**config.mk**
```make
export PLATFORM = sky130hd
export DESIGN_NAME = store_sequencer
export DESIGN_NICKNAME = d
export VERILOG_FILES = /design/src/rtl/store_sequencer.sv
export SDC_FILE = /design/constraint.sdc
export NUM_CORES = 1
export LEC_CHECK = 0
export BUFFER_PORTS_ARGS = -buffer_cell sky130_fd_sc_hd__buf_2
export CELL_PAD_IN_SITES_DETAIL_PLACEMENT = 1
export CELL_PAD_IN_SITES_GLOBAL_PLACEMENT = 2
export CORE_UTILIZATION = 31
export CTS_BUF_LIST = sky130_fd_sc_hd__clkbuf_2 sky130_fd_sc_hd__clkbuf_4 sky130_fd_sc_hd__clkbuf_8
export DETAILED_ROUTE_END_ITERATION = 10
export GPL_TIMING_DRIVEN = 0
export PLACE_DENSITY_LB_ADDON = 0.1
export SLEW_MARGIN = 20
export SYNTH_ARGS = -nofsm -noshare
export SYNTH_HDL_FRONTEND = slang
export SYNTH_SLANG_ARGS = --single-unit
export TNS_END_PERCENT = 30
```
**constraint.sdc**
```tcl
create_clock -name clk -period 3.83 [get_ports clk]
set_input_delay 0.1915 -clock clk [delete_from_list [all_inputs] [get_ports clk]]
set_output_delay 0.1915 -clock clk [all_outputs]
set_load 0.03 [all_outputs]
```
**src/rtl/store_sequencer.sv**
```systemverilog
// Store sequencer: sw writes directly, sh/sb do read-merge-write against the target word.
// Optional address misalignment check enabled by defining STORE_SEQ_MISALIGN_CHECK_EN.
module store_sequencer #(
  parameter int MEM_LATENCY = 1
) (
  input  logic        clk,
  input  logic        reset,
  input  logic        start,
  input  logic [1:0]  store_type,
  input  logic [31:0] addr,
  input  logic [31:0] reg_data,
  input  logic [31:0] mem_rdata,
  output logic [31:0] mem_addr,
  output logic        mem_wr,
  output logic [31:0] mem_wdata,
  output logic [1:0]  ss_control,
  output logic        busy,
  output logic        done,
  output logic        err
);

  typedef enum logic [2:0] {IDLE, READ, WAIT, WRITE, DONE} state_t;

  localparam logic [1:0] TYPE_SW   = 2'd0;
  localparam logic [1:0] TYPE_SH   = 2'd1;
  localparam logic [1:0] TYPE_SB   = 2'd2;
  localparam logic [1:0] WAIT_INIT = 2'(MEM_LATENCY - 1);

  state_t      state;
  logic [1:0]  typ_q;
  logic [31:0] addr_q;
  logic [31:0] data_q;
  logic [31:0] mem_q;
  logic [1:0]  wait_cnt;
  logic        misaligned;

  // Merge register data into the word read back; sw ignores the old word.
  function automatic logic [31:0] merge_word(input logic [1:0] typ,
                                             input logic [31:0] old_word,
                                             input logic [31:0] data);
    case (typ)
      TYPE_SH: merge_word = {old_word[31:16], data[15:0]};
      TYPE_SB: merge_word = {old_word[31:8], data[7:0]};
      default: merge_word = data;
    endcase
  endfunction

`ifdef STORE_SEQ_MISALIGN_CHECK_EN
  always_comb begin
    misaligned = 1'b0;
    if (store_type == TYPE_SW && addr[1:0] != 2'b00) misaligned = 1'b1;
    if (store_type == TYPE_SH && addr[0])            misaligned = 1'b1;
  end
`else
  assign misaligned = 1'b0;
  assign err        = 1'b0;
`endif

  assign ss_control = typ_q;
  assign mem_wdata  = (state == WRITE) ? merge_word(typ_q, mem_q, data_q) : 32'h0;

  always_ff @(posedge clk or posedge reset) begin
    if (reset) begin
      state    <= IDLE;
      typ_q    <= 2'd0;
      addr_q   <= 32'h0;
      data_q   <= 32'h0;
      mem_q    <= 32'h0;
      wait_cnt <= 2'd0;
      mem_addr <= 32'h0;
      mem_wr   <= 1'b0;
      busy     <= 1'b0;
      done     <= 1'b0;
`ifdef STORE_SEQ_MISALIGN_CHECK_EN
      err      <= 1'b0;
`endif
    end else begin
      mem_wr <= 1'b0;
      done   <= 1'b0;
`ifdef STORE_SEQ_MISALIGN_CHECK_EN
      err    <= 1'b0;
`endif
      case (state)
        IDLE, DONE: begin
          if (start) begin
            typ_q  <= store_type;
            addr_q <= addr;
            data_q <= reg_data;
            if (misaligned) begin
              state    <= DONE;
              done     <= 1'b1;
              busy     <= 1'b0;
              mem_addr <= 32'h0;
`ifdef STORE_SEQ_MISALIGN_CHECK_EN
              err      <= 1'b1;
`endif
            end else if (store_type == TYPE_SW) begin
              state    <= WRITE;
              mem_wr   <= 1'b1;
              mem_addr <= addr;
              busy     <= 1'b1;
            end else if (store_type == TYPE_SH || store_type == TYPE_SB) begin
              state    <= READ;
              mem_addr <= addr;
              busy     <= 1'b1;
            end else begin
              state    <= DONE;
              done     <= 1'b1;
              busy     <= 1'b0;
              mem_addr <= 32'h0;
            end
          end else begin
            state    <= IDLE;
            busy     <= 1'b0;
            mem_addr <= 32'h0;
          end
        end
        READ: begin
          state    <= WAIT;
          wait_cnt <= WAIT_INIT;
        end
        WAIT: begin
          // Read data is valid on the last wait cycle only.
          if (wait_cnt == 2'd0) begin
            mem_q  <= mem_rdata;
            state  <= WRITE;
            mem_wr <= 1'b1;
          end else begin
            wait_cnt <= wait_cnt - 2'd1;
          end
        end
        WRITE: begin
          state    <= DONE;
          done     <= 1'b1;
          busy     <= 1'b0;
          mem_addr <= 32'h0;
        end
        default: begin
          state    <= IDLE;
          busy     <= 1'b0;
          mem_addr <= 32'h0;
        end
      endcase
    end
  end

endmodule

```
==> out/qor.yml <==
worst_setup_path:
  crit_slowest_cell: "dfrtp_1"
  cp.arrival_ns: 2.58
  cp_top_family: "buffers and inverters"
  slowest_delay_ns: 0.38
  crit_type: "reg -> out"
  start_kind: "flop"
  reg2reg_slack_ns: 2.11
  cp_common_cell: "buf_2"
  cp_num_buf_inv: 5
  cp_max_fo: 10
  cp-end-kind: "primary output"
  required_ns: 3.64
  worstPathCellList: "inv_1 > ha_1 > buf_2 > o21ba_2 > clkbuf_1 > buf_4 > a22oi_1 > nor2_1 > buf_2"
yosys:
  ys_ff_latch: 98
  avgSynthCellArea_um2: 13.4
  netlist.area_leader.share_pct: 58.2
  synthCells: 314
  yosysTopAreaCell: "dfrtp_1"
  ys_warn_count: 0
  ys_types: 29
  netlist_area_mm2: 0.00421
  synth-seq-area-share_pct: 58.2
  syn-num-nets: 420
  yosys-top-cells-area: "dfrtp_1 58%, mux2_2 9.9%, a22o_1 6.9%, mux2_4 6.8%, a22oi_1 4.3%"
global_routing:
  grt_pass1_vias: 3392
  use_met2_pct: 25.1
  grt-ovfl-total: 0
  grt_max_degree: 71
  grtUsageMet1_pct: 23.2
  met3_usage_pct: 4.30
  gr-usage-all-layers_pct: 16.8
  grt_first_pass_wirelength_um: 18200
  grt-busiest-layer: "met2"
  antenna_found_initial: 0
sta:
  drv_slew: 0
  whs_ns: 0.0373
  fmax_ghz: 0.361
  worstMarginPinSlew_ns: 0.554
  fin_crit_sh_pct: 72.3
  min_period_ns: 2.77
  rsz0062_at_grt: "false"
  hold_viol_final: 0
  fin_skew_ns: 0.00900
  relSlewSlack_pct: 63.1
  setup_violations: 0
clocking:
  cts_made_buffers: 9
  clkLatencyLatePin_ns: 0.37
  root_buffer: "clkbuf_8"
  cts.sinks: 98
  cts_buffer_depth: 2
  clk_pin_slew_ns: 0.10
  post_cts_buffers: 0
  cts_resized: 0
  cts_htree_levels: 3
  cts_tree: "built"
  holdBufCountCts: 1
finish:
  antenna_cells: 0
  final_common_cell: "buf_2"
  final_cells: 669
  layout_common_cells: "173 x buf_2, 98 x dfrtp_1, 37 x mux2_2, 33 x a22o_1, 28 x nor2_1"
  final_cell_area_mm2: 0.00550
  final_layout_size_suffix_gt1_share_pct: 52.1
  final_core_util_pct: 41.5
  nNetsFinal: 594
  syn_to_final_growth_pct: 30.7
  fillerInstances: 1500
job:
  drv_cap: 0
routing:
  routed_wl_um: 11000
  drtAntennaViolNets: 0
  wl_per_cell_um: 16.4
  drtIter0Drc: 126
  drc: 0
  first_pass_iters: 4
  num_vias: 3150
  viasPerCell: 4.71
power_and_ir_drop:
  p_leak_nw: 2.86
  p_per_area_mw_per_mm2: 884
  vdd_drop_max_mv: 0.333
  netSwitchingFraction_pct: 40.5
  power_frac_seq_pct: 35.5
  switchingPower_mw: 1.97
  clock_power_share_pct: 15.5
  p_comb_share_pct: 49.0
  power.internal_mw: 2.89
placement:
  dpl_cell_area_mm2: 0.00527
  dp_cells: 652
  port-buffer-count: 161
  dp_hpwl_um: 7760
  globalplace.congestion: 0.717
floorplanning:
  start_util_pct: 31.8
  io_pins: 171
  die_w_um: 119
  die_h_um: 119
  die_area_mm2: 0.0141
  coreArea_mm2: 0.0132
  rows: 42
min_path:
  hp-class: "in -> reg"
run_status:
  status: "complete, no violations"
==> stage by stage <==
stage | setup WS (ns) | setup TNS, ns | power, mW
6_report | 1.06 | 0 | 4.86
2_1_floorplan | 1.08 | 0 | 3.48
4_1_cts | 0.990 | 0 | 4.94
3_5_place_dp | 1.43 | 0 | 4.15
5_1_grt | 0.920 | 0 | 5.20
3_3_place_gp | -0.275 | -26.03 | 4.10
==> worst paths after layout <==
check                                     startpoint  cells after the start                       end
hold / removal                              addr[24]                      2  mem_addr[24]$_DFFE_PP0N_
setup reg to reg             wait_cnt[0]$_DFFE_PP0P_                      6     mem_q[26]$_DFFE_PP0P_
max in group asynchronous                      reset                      4    data_q[31]$_DFFE_PP0P_
setup / recovery           ss_control[0]$_DFFE_PP0P_                      9             mem_wdata[29]
hold reg to reg                data_q[2]$_DFFE_PP0P_                      1     data_q[2]$_DFFE_PP0P_
min in group asynchronous                      reset                      3     mem_q[22]$_DFFE_PP0P_
==> sequential cells by signal, indices dropped and copies added (netlist names) <==
register / flops
ss_control: 2
state: 3
done: 1
data_q: 32
mem_wr: 1
wait_cnt: 2
mem_q: 24
mem_addr: 32
busy: 1
==> power groups by stage <==
stage / clock (mW) / sequential (mW) / combinational (mW)
final: 0.753 / 1.73 / 2.38
after floorplan: 0 / 1.95 / 1.53
after global routing: 0.826 / 1.79 / 2.58
after CTS: 0.792 / 1.73 / 2.42
after global placement: 0 / 1.73 / 2.37
after detailed placement: 0 / 1.74 / 2.41
==> cell usage after synthesis (all sizes together) <==
master    n
mux2     56
conb      1
nor2b     2
o21ba     1
inv       9
buf      18
ha        5
nand2b    1
o2bb2ai   2
o21a      1
clkbuf    8
nand2     7
xnor2     1
o32a      1
nor3b     1
nor2     28
and3b     1
or2       1
dfrtp    98
a22o     33
a2bb2oi   2
a21o      2
a22oi    24
o21ai     3
and3      8
==> routing by layer <==
| layer | share of wire, % | vias to the layer above | wire, um |
|---|---|---|---|
| met1 | 48 | 1570 | 5240 |
| li1 | - | 1468 | - |
| met5 | 0 | - | 0 |
| met4 | 1.4 | 0 | 152 |
| met2 | 44 | 102 | 4870 |
| met3 | 6.6 | 10 | 721 |
==> cells by family after synthesis <==
kind of cell / after synthesis / share of synthesized area [%]
compound gates: 69 / 13.3
mux: 56 / 16.7
xor+xnor: 1 / 0.208
simple gates: 49 / 5.59
fa+ha+maj: 5 / 1.49
flops: 98 / 58.2
other cells: 1 / 0.0891
buf+inv: 35 / 4.37
==> worst register-to-register path: cells and delay by family (launching register included) <==
| kind | cells | cell delay (ns) |
|---|---|---|
| buf+inv | 3 | 0.43 |
| fa+ha+maj | 1 | 0.23 |
| flops | 1 | 0.41 |
| mux | 1 | 0.32 |
| simple gates | 1 | 0.22 |
==> area by class of cell <==
| cell class | instances | area [um^2] | area share (%) |
|---|---|---|---|
| flip-flops and latches | 98 | 2450 | 44.6 |
| multi-input cells | 181 | 1570 | 28.6 |
| repair buffers | 163 | 843 | 15.3 |
| well taps | 176 | 220 | 4.00 |
| plain buffers | 26 | 150 | 2.73 |
| clock buffers | 10 | 131 | 2.39 |
| clock inverters | 6 | 91.3 | 1.66 |
| inverters | 9 | 38.8 | 0.705 |
Power figures use the tool's default switching activity.
